## src/rtl/tlk2711_rx_buf_ctrl.sv

```systemverilog
//------------------------------------------------------------------------------
// tlk2711_rx_buf_ctrl : DDR slot-ring manager for the TLK2711 RX link
// Revision 1.0 - initial release
//------------------------------------------------------------------------------
`default_nettype none

module tlk2711_rx_buf_ctrl #(
  parameter int ADDR_WIDTH = 32,
  parameter int DLEN_WIDTH = 16,
  parameter int SLOT_WIDTH = 4
) (
  input  logic                  clk,
  input  logic                  rst_n,
  input  logic                  i_soft_rst,
  input  logic                  i_cfg_en,
  input  logic [ADDR_WIDTH-1:0] i_base_addr,
  input  logic [DLEN_WIDTH-1:0] i_slot_size,
  input  logic [SLOT_WIDTH-1:0] i_slot_num,
  input  logic                  i_frame_done,
  input  logic                  i_sw_release,
  output logic                  o_rx_start,
  output logic [ADDR_WIDTH-1:0] o_rx_base_addr,
  output logic                  o_frame_irq,
  output logic [SLOT_WIDTH-1:0] o_wr_idx,
  output logic [SLOT_WIDTH-1:0] o_rd_idx,
  output logic [SLOT_WIDTH:0]   o_fill_cnt,
  output logic                  o_full,
  output logic                  o_overflow,
  output logic                  o_rel_err
);

  typedef enum logic [1:0] {
    S_IDLE      = 2'd0,
    S_ARM       = 2'd1,
    S_BUSY      = 2'd2,
    S_FULL_WAIT = 2'd3
  } state_t;

  state_t                r_state;
  logic [ADDR_WIDTH-1:0] r_base;
  logic [ADDR_WIDTH-1:0] r_acc;
  logic [ADDR_WIDTH-1:0] r_rx_addr;
  logic [DLEN_WIDTH-1:0] r_size;
  logic [SLOT_WIDTH:0]   r_n;
  logic [SLOT_WIDTH:0]   r_fill;
  logic [SLOT_WIDTH-1:0] r_wr_idx;
  logic [SLOT_WIDTH-1:0] r_rd_idx;
  logic                  r_rx_start;
  logic                  r_irq;
  logic                  r_full;
  logic                  r_ovf;
  logic                  r_rel_err;

  logic                  w_busy;
  logic                  w_done;
  logic                  w_rel_ok;
  logic [SLOT_WIDTH:0]   w_last;
  logic [SLOT_WIDTH:0]   w_fill_next;
  logic                  w_wr_wrap;
  logic                  w_rd_wrap;

  assign w_busy    = (r_state == S_BUSY);
  assign w_done    = i_frame_done && w_busy;
  assign w_rel_ok  = i_sw_release && (r_fill != '0);
  assign w_last    = r_n - {{SLOT_WIDTH{1'b0}}, 1'b1};
  assign w_wr_wrap = ({1'b0, r_wr_idx} == w_last);
  assign w_rd_wrap = ({1'b0, r_rd_idx} == w_last);

  // A store and a release in the same cycle cancel out.
  always_comb begin
    w_fill_next = r_fill;
    if (w_done && !w_rel_ok) begin
      w_fill_next = r_fill + {{SLOT_WIDTH{1'b0}}, 1'b1};
    end else if (!w_done && w_rel_ok) begin
      w_fill_next = r_fill - {{SLOT_WIDTH{1'b0}}, 1'b1};
    end
  end

  always_ff @(posedge clk or negedge rst_n) begin
    if (!rst_n) begin
      r_state    <= S_IDLE;
      r_base     <= '0;
      r_acc      <= '0;
      r_rx_addr  <= '0;
      r_size     <= '0;
      r_n        <= '0;
      r_fill     <= '0;
      r_wr_idx   <= '0;
      r_rd_idx   <= '0;
      r_rx_start <= 1'b0;
      r_irq      <= 1'b0;
      r_full     <= 1'b0;
      r_ovf      <= 1'b0;
      r_rel_err  <= 1'b0;
    end else if (i_soft_rst) begin
      r_state    <= S_IDLE;
      r_base     <= '0;
      r_acc      <= '0;
      r_rx_addr  <= '0;
      r_size     <= '0;
      r_n        <= '0;
      r_fill     <= '0;
      r_wr_idx   <= '0;
      r_rd_idx   <= '0;
      r_rx_start <= 1'b0;
      r_irq      <= 1'b0;
      r_full     <= 1'b0;
      r_ovf      <= 1'b0;
      r_rel_err  <= 1'b0;
    end else begin
      r_rx_start <= 1'b0;
      r_irq      <= w_done;
      if (i_frame_done && !w_busy) r_ovf <= 1'b1;
      if (i_sw_release && (r_fill == '0)) r_rel_err <= 1'b1;
      r_fill <= w_fill_next;
      // r_n is zero until configured, so an unconfigured ring never reads full
      r_full <= (r_n != '0) && (w_fill_next == r_n);
      if (w_rel_ok) r_rd_idx <= w_rd_wrap ? '0 : r_rd_idx + 1'b1;

      case (r_state)
        S_IDLE: begin
          if (i_cfg_en) begin
            r_base   <= i_base_addr;
            r_size   <= i_slot_size;
            r_n      <= {1'b0, i_slot_num} + {{SLOT_WIDTH{1'b0}}, 1'b1};
            r_fill   <= '0;
            r_full   <= 1'b0;
            r_wr_idx <= '0;
            r_rd_idx <= '0;
            r_acc    <= i_base_addr;
            r_state  <= S_ARM;
          end
        end
        S_ARM: begin
          if (w_fill_next < r_n) begin
            r_rx_start <= 1'b1;
            r_rx_addr  <= r_acc;
            r_state    <= S_BUSY;
          end else begin
            r_state <= S_FULL_WAIT;
          end
        end
        S_BUSY: begin
          if (w_done) begin
            if (w_wr_wrap) begin
              r_wr_idx <= '0;
              r_acc    <= r_base;
            end else begin
              r_wr_idx <= r_wr_idx + 1'b1;
              r_acc    <= r_acc + ADDR_WIDTH'(r_size);
            end
            r_state <= i_cfg_en ? S_ARM : S_IDLE;
          end
        end
        S_FULL_WAIT: begin
          if (!i_cfg_en)     r_state <= S_IDLE;
          else if (w_rel_ok) r_state <= S_ARM;
        end
        default: r_state <= S_IDLE;
      endcase
    end
  end

  assign o_rx_start     = r_rx_start;
  assign o_rx_base_addr = r_rx_addr;
  assign o_frame_irq    = r_irq;
  assign o_wr_idx       = r_wr_idx;
  assign o_rd_idx       = r_rd_idx;
  assign o_fill_cnt     = r_fill;
  assign o_full         = r_full;
  assign o_overflow     = r_ovf;
  assign o_rel_err      = r_rel_err;

endmodule

`default_nettype wire
```

## config.mk

```make
export PLATFORM = sky130hd
export DESIGN_NAME = tlk2711_rx_buf_ctrl
export DESIGN_NICKNAME = d
export VERILOG_FILES = /design/src/rtl/tlk2711_rx_buf_ctrl.sv
export SDC_FILE = /design/constraint.sdc
export NUM_CORES = 1
export LEC_CHECK = 0
export BUFFER_PORTS_ARGS = -buffer_cell sky130_fd_sc_hd__buf_4
export CAP_MARGIN = 20
export CELL_PAD_IN_SITES_DETAIL_PLACEMENT = 0
export CELL_PAD_IN_SITES_GLOBAL_PLACEMENT = 1
export CORE_UTILIZATION = 40
export CTS_CLUSTER_DIAMETER = 60
export DETAILED_ROUTE_END_ITERATION = 12
export GPL_TIMING_DRIVEN = 0
export PLACE_DENSITY_LB_ADDON = 0.25
export SYNTH_ARGS = -nofsm -noshare
export SYNTH_HDL_FRONTEND = slang
export SYNTH_SLANG_ARGS = --single-unit
```

## constraint.sdc

```tcl
create_clock -name clk -period 3.3 [get_ports clk]
set_input_delay 0.33 -clock clk [delete_from_list [all_inputs] [get_ports clk]]
set_output_delay 0.33 -clock clk [all_outputs]
set_load 0.05 [all_outputs]
```

==> results.yml <==
run_status:
  status: "finished with violations"
  violations: "setup timing"
floorplan:
  io_pins: 108
  fp.dieH_um: 144
  die_x_um: 144
  die-area_mm2: 0.0206
  start_util_pct: 41.0
  core_mm2: 0.0196
  rows: 51
cts:
  clkLatencyLatePin_ns: 0.43
  cts_buffers: 17
  cts_sinks: 137
  cts_tree: "built"
  root_buffer: "clkbuf_16"
  max-clock-path-buffers: 2
  htree_levels: 4
  clk_pin_slew_ns: 0.06
critical_path:
  crit_family: "compound AO/OA/AOI/OAI gates"
  cp-start-kind: "flip-flop"
  cp_max_fo: 7
  cp.required_ns: 3.57
  critPathKind: "flip-flop to flip-flop"
  cp.arrival_ns: 3.61
  path_buf_inv: 4
  cp_cell_sequence: "inv_2 > ha_4 > or3b_4 > o21a_1 > buf_6 > a31oi_2 > xnor2_1 > ha_1 > a21o_1 > a21o_1 > a21oi_1 > clkbuf_8 > buf_4 > o22ai_1 > a21oi_1 > nor3_1"
  cp_slowest_cell: "dfrtp_2"
  cp_slowest_stage_delay_ns: 0.41
  end_kind: "flip-flop"
synth:
  ys_types: 75
  async_reset_ff_share_pct: 100
  yosysSeqAreaShare_pct: 42.7
  synth_edf_count: 0
  synth_cells: 908
  ys.flop_type: "dfrtp_1"
  ys_ff_latch: 137
  syn-num-nets: 995
  syn_avg_cell_area_um2: 8.84
  yosys_warnings: 0
  synth_area_mm2: 0.00802
place:
  place.gp.congestion: 0.909
  dpl.hpwl_mm: 18.8
  io_buffers: 107
  dp_worst_setup_slack_ns: -0.390
  place_inst: 1281
layout:
  antennaDiodeCount: 0
  final_cells: 1330
  final_util_pct: 51.7
  n_fill_cell: 1898
  layout-drive-gt1-share_pct: 18.6
  fin_nets: 1139
  area_growth_pct: 26.3
global_route:
  met3_usage_pct: 3.50
  overflow: 0
  grt_pass1_vias: 7021
  grtUsageMet1_pct: 36.9
  grt-busiest-layer: "met2"
  use_met2_pct: 42.4
  antenna_found_initial: 0
  grt_first_pass_wirelength_mm: 40.6
  grtUsageTotal_pct: 26.7
  grt_max_degree: 87
sta:
  max_freq_ghz: 0.300
  setup_viol: 21
  worst_hold_slack_ns: 0.101
  hold_viol: 0
  slew_headroom_pct: 29.8
  worst_slew_pin_slew_ns: 1.05
  fin_skew_ns: 0.00631
  maxSlewViolCount: 0
  rsz0062_at_grt: "yes"
  post-route-period-util_pct: 101
  post-route-min-period_ns: 3.34
  worst_slack_ns: -0.0375
pwr:
  fin_total_pwr_mw: 8.54
  p_per_area_mw_per_mm2: 842
  peakVddDrop_uv: 349
  leakagePower_nw: 4.52
detailed_routing:
  drtAntennaViolNets: 0
  vias: 7440
  drt-pass1-iter-count: 8
  drtIter0Drc: 625
  vias_per_cell: 5.59
  drcViolationCount: 0
  wl_mm: 26.6
  wl_per_cell_um: 20.0
worst_hold_path:
  hp-class: "primary input to flip-flop"
run:
  maxCapViolCount: 0
## synthesized netlist by cell type, types with 13 or more instances
| master | n | area share (%) |
|---|---|---|
| nand2_1 | 157 | 7.3 |
| dfrtp_1 | 137 | 43 |
| a21oi_1 | 86 | 5.4 |
| nor2_1 | 85 | 4.0 |
| mux2i_1 | 50 | 6.2 |
| o21ai_0 | 46 | 2.9 |
| clkbuf_1 | 35 | 1.6 |
| ha_1 | 28 | 4.4 |
| xnor2_1 | 25 | 2.7 |
| inv_1 | 19 | 0.89 |
| nand3_1 | 17 | 1.1 |
| nor3_1 | 13 | 0.81 |
## flip-flops by register name (all words and copies together), names as in the netlist
register and count:
o_rx_base_addr 32, o_rd_idx 4, o_wr_idx 4, o_rx_start 1
o_fill_cnt 5, o_rel_err 1, r_n 5, r_size 16
r_base 32, o_full 1, o_frame_irq 1, o_overflow 1
r_acc 32, r_state 2
## power by group
group          switching, mW  internal [mW]  total [mW]
Combinational           2.41           1.74        4.16
Clock                  0.773           1.30        2.07
Sequential             0.308           2.00        2.31
Total                   3.49           5.05        8.54
## stage by stage
step,instance area [µm²],setup TNS [ns]
4_1_cts,10000,0
3_3_place_gp,9210,-12.26
3_5_place_dp,9250,-11.73
5_1_grt,10100,-5.18
6_report,10100,-0.348
2_1_floorplan,8080,0
## placed cells by master, fill, tap and decap left out, types with 17 or more instances in the layout
cell type    n
nor2_1      84
ha_1        27
inv_1       17
clkbuf_16   18
mux2i_1     50
clkbuf_1    33
nand3_1     17
xnor2_1     24
dfrtp_1    135
a21oi_1     85
o21ai_0     44
nand2_1    156
buf_4      120
## metal layers
| layer | vias to the layer above | part of all wire, % |
|---|---|---|
| met5 | - | 0 |
| met4 | 0 | 2.3 |
| met3 | 38 | 6.1 |
| met2 | 253 | 46 |
| met1 | 3615 | 45 |
| li1 | 3534 | - |
## what timing repair did
item / in CTS / in global routing
buffers inserted: 6 / 9
hold buffers: 1 / 0
gates cloned: 1 / 1
endpoints found under the setup margin: 34 / 34
endpoints found under the hold margin: 51 / 0
pin swaps: 4 / 10
resized for setup: 13 / 9
## cell families (layout without fill, tap and decap cells)
group           count (synthesis)  count (layout)  share of synthesized area, %
compound gates                247             247                          20.1
xor+xnor                       31              31                          3.56
fa+ha+maj                      29              29                          4.62
buf+inv                        75             232                          3.98
flops                         137             137                          42.7
mux                            52              52                          6.52
simple gates                  337             337                          18.5
## final cells by class
type                            count  area, µm²  area share (%)
Buffer                             55        305            3.01
Clock buffer                       19        453            4.47
Clock inverter                     13        175            1.73
Inverter                           19       71.3           0.704
Sequential cell                   137       3430            33.8
Tap cell                          265        332            3.27
Timing Repair Buffer              126       1010            10.0
Multi-Input combinational cell    696       4360            43.0
## worst paths after layout
path	start	to	slack, ns	cells after the start
setup reg to reg	o_fill_cnt[1]	r_state[0]	-0.04	16
setup / recovery	o_fill_cnt[1]	r_state[0]	-0.04	16
max in group asynchronous	rst_n	o_fill_cnt[0]	2.02	3
hold / removal	i_slot_num[0]	r_n[0]	0.10	2
min in group asynchronous	rst_n	o_rx_base_addr[30]	0.43	2
hold reg to reg	o_rel_err	o_rel_err	0.51	2
## worst register-to-register path, cell delays in order, from the launching register on
cell and delay [ns]:
dfrtp_2 0.41, inv_2 0.09, ha_4 0.14, or3b_4 0.39, o21a_1 0.21, buf_6 0.14, a31oi_2 0.15, xnor2_1 0.18
ha_1 0.29, a21o_1 0.16, a21o_1 0.17, a21oi_1 0.18, clkbuf_8 0.26, buf_4 0.16, o22ai_1 0.07, a21oi_1 0.13
nor3_1 0.06
(Power assumes the default switching activity.)
